<file path="src/rtl/sync_ram_pkg.sv">
// Shared types and helpers for the simple-dual-port scratch RAM.
// Consumed by sync_ram_2p through a package import.
package sync_ram_pkg;

  typedef enum logic {
    INIT  = 1'b0,
    READY = 1'b1
  } state_e;

  function automatic int calc_data_w(input int lane_w, input int num_lanes);
    return lane_w * num_lanes;
  endfunction

endpackage

</file>
<file path="src/rtl/ram_lane.sv">
// One LANE_W-wide storage lane: clocked write, combinational read of the array.
// The array is deliberately not reset; the top-level clear sequencer zeroes it.
module ram_lane #(
  parameter int LANE_W = 8,
  parameter int ADDR_W = 4
) (
  input  logic              clk_i,
  input  logic              we_i,
  input  logic [ADDR_W-1:0] waddr_i,
  input  logic [LANE_W-1:0] wdata_i,
  input  logic [ADDR_W-1:0] raddr_i,
  output logic [LANE_W-1:0] rdata_o
);

  logic [LANE_W-1:0] mem_q [2**ADDR_W];

  always_ff @(posedge clk_i) begin
    if (we_i) begin
      mem_q[waddr_i] <= wdata_i;
    end
  end

  assign rdata_o = mem_q[raddr_i];

endmodule

</file>
<file path="src/rtl/sync_ram_2p.sv">
// Simple-dual-port RAM with byte-lane writes, write-first bypass and a 1-cycle registered read.
// A clear sequencer zeroes every word after reset or on clear_req; requests are dropped while init_busy.
module sync_ram_2p
  import sync_ram_pkg::*;
#(
  parameter int LANE_W         = 8,
  parameter int NUM_LANES      = 1,
  parameter int ADDR_W         = 4,
  parameter int CLEAR_ON_RESET = 1,
  localparam int DATA_W        = calc_data_w(LANE_W, NUM_LANES)
) (
  input  logic                 clk,
  input  logic                 rst_n,
  input  logic                 wr_en,
  input  logic [ADDR_W-1:0]    wr_addr,
  input  logic [DATA_W-1:0]    wr_data,
  input  logic [NUM_LANES-1:0] wr_be,
  input  logic                 rd_en,
  input  logic [ADDR_W-1:0]    rd_addr,
  output logic [DATA_W-1:0]    rd_data,
  output logic                 rd_valid,
  input  logic                 clear_req,
  output logic                 init_busy
);

  localparam state_e RST_STATE = (CLEAR_ON_RESET != 0) ? INIT : READY;

  state_e                state_q, state_d;
  logic [ADDR_W-1:0]     clr_ptr_q, clr_ptr_d;
  logic [DATA_W-1:0]     rd_data_q, rd_data_d;
  logic                  rd_valid_q, rd_valid_d;

  logic [NUM_LANES-1:0]  lane_we;
  logic [ADDR_W-1:0]     lane_waddr;
  logic [DATA_W-1:0]     lane_wdata;
  logic [DATA_W-1:0]     rd_word;
  logic                  bypass_hit;

  always_ff @(posedge clk or negedge rst_n) begin
    if (!rst_n) begin
      state_q    <= RST_STATE;
      clr_ptr_q  <= '0;
      rd_data_q  <= '0;
      rd_valid_q <= 1'b0;
    end else begin
      state_q    <= state_d;
      clr_ptr_q  <= clr_ptr_d;
      rd_data_q  <= rd_data_d;
      rd_valid_q <= rd_valid_d;
    end
  end

  // The last clear step is decoded from the pointer value, not from its wrap.
  always_comb begin
    state_d   = state_q;
    clr_ptr_d = clr_ptr_q;
    case (state_q)
      INIT: begin
        clr_ptr_d = clr_ptr_q + 1'b1;
        if (clr_ptr_q == {ADDR_W{1'b1}}) begin
          state_d = READY;
        end
      end
      READY: begin
        if (clear_req) begin
          state_d   = INIT;
          clr_ptr_d = '0;
        end
      end
      default: state_d = RST_STATE;
    endcase
  end

  always_comb begin
    init_busy  = (state_q == INIT);
    lane_we    = '0;
    lane_waddr = wr_addr;
    lane_wdata = wr_data;
    rd_data_d  = rd_data_q;
    rd_valid_d = 1'b0;
    if (state_q == INIT) begin
      lane_we    = '1;
      lane_waddr = clr_ptr_q;
      lane_wdata = '0;
    end else begin
      lane_we = wr_en ? wr_be : '0;
      if (rd_en) begin
        rd_data_d  = rd_word;
        rd_valid_d = 1'b1;
      end
    end
  end

  assign bypass_hit = (state_q == READY) && wr_en && (wr_addr == rd_addr);

  for (genvar i = 0; i < NUM_LANES; i++) begin : g_lane
    logic [LANE_W-1:0] lane_rdata;

    ram_lane #(
      .LANE_W (LANE_W),
      .ADDR_W (ADDR_W)
    ) u_lane (
      .clk_i   (clk),
      .we_i    (lane_we[i]),
      .waddr_i (lane_waddr),
      .wdata_i (lane_wdata[i*LANE_W +: LANE_W]),
      .raddr_i (rd_addr),
      .rdata_o (lane_rdata)
    );

    // Write-first: an enabled lane written this edge returns the new data.
    assign rd_word[i*LANE_W +: LANE_W] =
      (bypass_hit && wr_be[i]) ? wr_data[i*LANE_W +: LANE_W] : lane_rdata;
  end

  assign rd_data  = rd_data_q;
  assign rd_valid = rd_valid_q;

endmodule

</file>
<file path="config.mk">
export PLATFORM = sky130hd
export DESIGN_NAME = sync_ram_2p
export DESIGN_NICKNAME = d
export VERILOG_FILES = /design/src/rtl/sync_ram_pkg.sv /design/src/rtl/ram_lane.sv /design/src/rtl/sync_ram_2p.sv
export SDC_FILE = /design/constraint.sdc
export NUM_CORES = 1
export LEC_CHECK = 0
export CAP_MARGIN = 20
export CORE_MARGIN = 5
export CORE_UTILIZATION = 55
export DETAILED_ROUTE_END_ITERATION = 8
export GPL_TIMING_DRIVEN = 1
export PLACE_DENSITY = 0.78
export SYNTH_ARGS = -nofsm -noshare
export SYNTH_HDL_FRONTEND = slang
export SYNTH_SLANG_ARGS = --single-unit
</file>
<file path="constraint.sdc">
create_clock -name clk -period 3.05 [get_ports clk]
set_clock_uncertainty 0.2 [all_clocks]
set_input_delay 0.915 -clock clk [delete_from_list [all_inputs] [get_ports clk]]
set_output_delay 0.915 -clock clk [all_outputs]
set_load 0.1 [all_outputs]
</file>
==> impl_metrics.yaml, run 1 <==
drt:
  drtAntennaViolNets: 0
  first_iter_violations: 304
  routed-wl-met3_um: 1020
  top_layer: "met4"
  detailroute.wirelength.met2_um: 5790
  route.final.wire_length_um: 12400
  detailroute.via_count: 3171
  m1WireLength_um: 5200
  drt_drc_violations_left: 0
  wire_per_inst_um: 24.1
  drt_via_density: 6.19
  detail_route.first_pass.iterations: 5
timing:
  timing.slew.headroom_pct: 46.1
  period_share_pct: 95.9
  max_freq_mhz: 342
  period_needed_ns: 2.92
  max_slew.worst_pin.slew_ns: 0.806
  finalHoldViolCount: 0
  setup_repair_after_global_routing_missed_its_margin: "no"
  finalSetupViolations: 0
  worst_slack_ns: 0.125
  final-max-slew-violation-count: 0
synth:
  ys_ff_latch: 142
  netlist_instances: 302
  synth_area_per_cell_um2: 19.0
  netlist_top_cells_area: "sky130_fd_sc_hd__edfxtp_1 (67%), sky130_fd_sc_hd__mux4_2 (13%), sky130_fd_sc_hd__dfrtp_1 (6.1%), sky130_fd_sc_hd__a22oi_1 (2.1%), sky130_fd_sc_hd__a221o_1 (1.4%)"
  syn-cell-area_mm2: 0.00572
  yosys.area.top_type: "sky130_fd_sc_hd__edfxtp_1"
  yosysUniqueCellTypes: 36
  synth_top_area_share_pct: 67.2
  yosysWarningCount: 0
  postSynthNetCount: 325
  synth.yosys.seq_area_share_pct: 73.3
power:
  report.power.total_w: 0.00672
  p_leak_nw: 2.38
  power.density_mw_per_mm2: 969
  max-vdd-ir-drop_uv: 575
place:
  place_ws_ns: -0.0732
  gp_congestion: 0.913
  count_of_port_buffers_added_during_placement: 31
  hpwl_um: 7800
grt:
  global_route.usage.total_pct: 20.7
  gr-total-overflow: 0
  first_global_vias: 3299
  antenna_violations_before_repair: 0
  grt_max_degree: 30
  grt_first_pass_wirelength_um: 19000
setup_path:
  worstSetupEndpointType: "output pin"
  worst-r2r-cell-count: 6
  r2r_end: "rd_data[2]"
  critPathArrivalTime_ns: 1.81
  worstSetupPathType: "reg2out"
  setup.worst_path.start_class: "register"
  worst_case_register_to_register_setup_slack_ns: 0.35
  path_max_fanout: 19
  worst-endpoint-required_ns: 1.93
  worstReg2RegStart: "state_q"
floorplan:
  start_util_pct: 55.9
  floorplan.die_area_mm2: 0.0125
  design.core.area_mm2: 0.0102
  placementRows: 37
  die_h_um: 112
  die_x_um: 112
  ios: 32
min_path:
  hold_path.startpoint: "rd_data[1]"
  whs_endpoint: "rd_data[1]"
  hold_depth: 1
  worstHoldPathType: "reg2reg"
clocking:
  cts-root-to-sink-buffers: 2
  post-cts-setup-buffer-count: 0
  ctsHtreeMaxLevel: 4
  numCtsBuffers: 17
  clock-root-buffer: "sky130_fd_sc_hd__clkbuf_8"
  cts_resized: 0
  ctsHoldBuffers: 0
  clkLatencyLatePin_ns: 0.52
  tritoncts: "done"
  reg_clk_slew_reported_paths_ns: 0.06
  cts_sinks: 142
final_layout:
  mostFrequentLayoutCell: "sky130_fd_sc_hd__edfxtp_1"
  nNetsFinal: 386
  fillers: 655
  drive_gt1_share_pct: 26.6
  postLayoutCoreUtil_pct: 67.8
  diodes: 0
  area.growth.synth_to_final_pct: 21.2
  layout.cells.most_common_list: "sky130_fd_sc_hd__edfxtp_1 (128), sky130_fd_sc_hd__mux4_2 (32), sky130_fd_sc_hd__buf_4 (32)"
run:
  max_cap_violations: 0
outcome:
  status: "completed"
## cell type report
class	count	area, um2	area share (%)
flip-flops and latches	142	4190	60.5
multi-input cells	141	1440	20.7
repair buffers	57	526	7.58
clock buffers	19	422	6.08
clock inverters	13	171	2.47
well taps	136	170	2.45
inverters	4	15.0	0.217
## cells in the mapped netlist (all sizes together)
library cell,number
edfxtp,128
mux4,32
nor2,19
a22oi,16
dfrtp,14
nand2,13
and2,10
a21oi,9
a221o,8
clkbuf,8
buf,7
xnor2,5
inv,4
mux2i,3
o22ai,3
nand4,2
nand4b,2
nor2b,2
nor3,2
o21ai,2
a31oi,1
a32o,1
a32oi,1
and3,1
ha,1
nand2b,1
nand3,1
nor3b,1
o21ba,1
o21bai,1
o2bb2ai,1
o32a,1
o41ai,1
## metrics by stage
stage          instance area [um2]  setup TNS, ns  hold WS, ns  instances
6_report                      6930              0        0.333        512
2_1_floorplan                 5720              0        0.343        302
3_5_place_dp                  6340         -0.946        0.320        480
3_3_place_gp                  6340         -0.162        0.306        480
4_1_cts                       6930              0        0.333        512
5_1_grt                       6930              0        0.352        512
## critical path, cell delays in order (launching register included)
cell                      delay [ns]
sky130_fd_sc_hd__dfrtp_1        0.72
sky130_fd_sc_hd__inv_1          0.31
sky130_fd_sc_hd__buf_12         0.25
## power breakdown
| part | internal, W | switching (W) | leakage (nW) |
|---|---|---|---|
| clock network | 0.00132 | 0.000746 | 0.288 |
| registers | 0.00269 | 0.000193 | 1.37 |
| logic | 0.000591 | 0.00118 | 0.722 |
| total | 0.00460 | 0.00212 | 2.38 |
## layer usage
metal / GRT usage [%] / vias to the layer above
met3: 6.14 / 26
li1: - / 1366
met1: 28.6 / 1607
met4: 9.62 / 0
met2: 30.7 / 172
met5: 0 / -
## how the worst max path moves through the flow
stage,slack [ns],from,cells after the start,end
after floorplan,0.32,rd_addr[0],6,rd_data[2]
after global placement,-0.02,rd_addr[2],7,rd_data[0]
after detailed placement,-0.07,rd_addr[2],7,rd_data[0]
after CTS,0.16,state_q,2,init_busy
after global routing,0.08,state_q,2,init_busy
final,0.13,state_q,2,init_busy
## state kept, by name, summed over array words and instances, names as in the netlist
signal	cells
state_q	1
rd_data	8
clr_ptr_q	4
g_lane.u_lane.mem_q	128
rd_valid	1
## cell families after synthesis
logic type | count (synthesis) | synth area share [%]
buffers and inverters | 19 | 1.62
adders and majority gates | 1 | 0.219
xor gates and xnor gates | 5 | 0.765
AOI/OAI and AO/OA | 46 | 6.36
muxes | 35 | 13.1
DFF | 142 | 73.3
and+or+nand+nor | 54 | 4.63
No activity file was read; power rests on OpenSTA's default activity.
==> inputs of run 2 (changes only) <==
- CTS_CLUSTER_SIZE: default -> 16
- HOLD_SLACK_MARGIN: default -> 0.12
==> results of run 2 <==
Final layout, timing and power as in run 1 (identical DEF).
==> variant, RTL diff (config.mk and constraints of run 1) <==
Set the parameter `NUM_LANES` to 2 (it was 1).
--- a/src/rtl/sync_ram_2p.sv
+++ b/src/rtl/sync_ram_2p.sv
@@ -4,7 +4,7 @@
   import sync_ram_pkg::*;
 #(
   parameter int LANE_W         = 8,
-  parameter int NUM_LANES      = 1,
+  parameter int NUM_LANES      = 2,
   parameter int ADDR_W         = 4,
   parameter int CLEAR_ON_RESET = 1,
   localparam int DATA_W        = calc_data_w(LANE_W, NUM_LANES)
Ports: changed (resized rd_data, wr_be and wr_data); port bits go from 32 to 49. No check against the original RTL was run, so the function may have changed too.
==> variant against run 1 <==
Sequential cell count rose by 136; design area rose by 92%; count of clock-buffer cells in the layout rose by 10; total power rose by 85%; setup slack improved by 0.19 ns; critical path depth rose by 1; register-to-register slack barely moved; core utilization fell by 1.6 points; routed wire length rose by 100%; area after synthesis rose by 95%; sequential power rose by 94%; die area rose by 86%; critical path type unchanged; critical endpoint unchanged; highest routed layer unchanged.
==> variant: results (changes against run 1) <==
routed vias/inst=6.236 (+0.69%); area delta synth->final=19.01%; GP Congestion=0.8883 (-2.7%); CP peak stage delay=0.59 ns (-0.13 ns); largest net degree at the start of global routing=27 (-10%); number of CTS-inserted buffers=27 (+10); # fillers=1206 (+84%); Post-synth EDFFs=256 (+100%); FF-to-FF Start=state_q$_DFF_PN0_; Synth cell types=41 (+14%); Placed Cells=945 (+97%); Critical Path AT=1.62 ns (-0.19 ns); number of global-route vias before repair=6364 (+93%); relative slew slack=25.26% (-21 points); layout cell share with drive strength beyond 1=28.44% (+1.8 points); Placed Area=0.01234 mm^2 (+95%); htree depth=1 (-3); Syn Nets=623 (+92%); hold depth=2 (+1); nets=746 (+93%); detailed-route via count=6267 (+98%); Worst R2R End=rd_data[4]$_DFFE_PN0P_; Crit Path Max Fanout=12 (-7); hold_sp=rd_data[10]$_DFFE_PN0P_; status=finished, final reports clean; Min-Delay Endpoint=rd_data[10]$_DFFE_PN0P_; first-pass GRT wire length=38.18 mm (+100%); Static Leakage=0.004676 uW (+96%); DR iter-0 viols=741 (+140%); port bufs=48 (+55%); Post-synth top cells=edfxtp_1 (256), nor2_1 (85), mux4_2 (64), a22o_1 (32), dfrtp_1 (22); VDD IR max=436.5 uV (-24%); max reg flops=256 (+100%); Clock Path Buffers=3 (+1); largest cells by area after synthesis=edfxtp_1 (69%), mux4_2 (13%), dfrtp_1 (4.9%); All-Layer GR Usage=21.43% (+0.73 points); fraction of registers with async set/reset=7.914% (-1.9 points); Syn Inst Count=591 (+96%); Clock Root Buffer=clkbuf_16; Seq/Total Area, Yosys=73.68% (+0.40 points)
## variant: cell count changes after synthesis, sizes merged, moves of 15 or more
cell,run 1,this run
a22oi,16,0
mux4,32,64
buf,7,24
edfxtp,128,256
a22o,0,32
a221oi,0,16
inv,4,19
nor2,19,85
## variant: where the power goes
part           total, uW  switching (uW)  internal, uW
registers           5600             325          5270
logic               3610            2430          1180
clock network       3230            1350          1880
## variant: stage by stage
step | setup slack (ns) | utilization [%] | total power, uW
floorplan | 0.1491 | - | 7861
global placement | -0.05854 | 61.39 | 8987
detailed placement | -0.1355 | 61.39 | 9173
CTS | 0.3217 | 65.72 | 12430
global route | 0.2363 | 66.19 | 12910
finish | 0.3116 | 66.19 | 12440
## variant: how the worst max path moves through the flow
stage / from / endpoint / slack (ns) / cells past startpoint
finish: state_q$_DFF_PN0_ / init_busy / 0.31 / 3
global route: state_q$_DFF_PN0_ / rd_data[4]$_DFFE_PN0P_ / 0.24 / 6
CTS: state_q$_DFF_PN0_ / init_busy / 0.32 / 3
detailed placement: wr_en / g_lane[0].u_lane.mem_q[3][6]$_DFFE_PP_ / -0.14 / 4
global placement: wr_addr[3] / g_lane[0].u_lane.mem_q[15][0]$_DFFE_PP_ / -0.06 / 5
floorplan: state_q$_DFF_PN0_ / init_busy / 0.15 / 4
## variant: logic make-up (layout without fill, tap and decap cells)
family                   count (synthesis)  in the layout  synth area share [%]
AO/OA/AOI/OAI                           74             74                 5.774
XOR/XNOR                                 7              7                0.6156
adder cells (fa/ha/maj)                  1              1                0.1119
buffers and inverters                   52            196                 2.372
flip-flops                             278            278                 73.68
multiplexers                            67             67                 13.19
AND/OR/NAND/NOR                        112            112                 4.252
## variant: per-layer routing
metal	track usage, %	vias up	share of wire, %
met5	0	-	0
met4	5.728	0	2.1
met3	4.857	47	10
met2	34.54	394	49
met1	30.16	3198	38
li1	-	2628	-
## variant: critical path: cells and delay by family, from the launching register on
| family | cells | cell delay, ns |
|---|---|---|
| flops | 1 | 0.59 |
| buf+inv | 3 | 0.51 |
## variant: layout make-up
type / count / area [um^2] / share of cell area (%)
clock inverters: 21 / 187.7 / 1.410
multi-input cells: 261 / 2678 / 20.12
flip-flops and latches: 278 / 8238 / 61.91
well taps: 270 / 337.8 / 2.539
clock buffers: 29 / 683.2 / 5.134
inverters: 20 / 75.07 / 0.5642
repair buffers: 126 / 1107 / 8.322
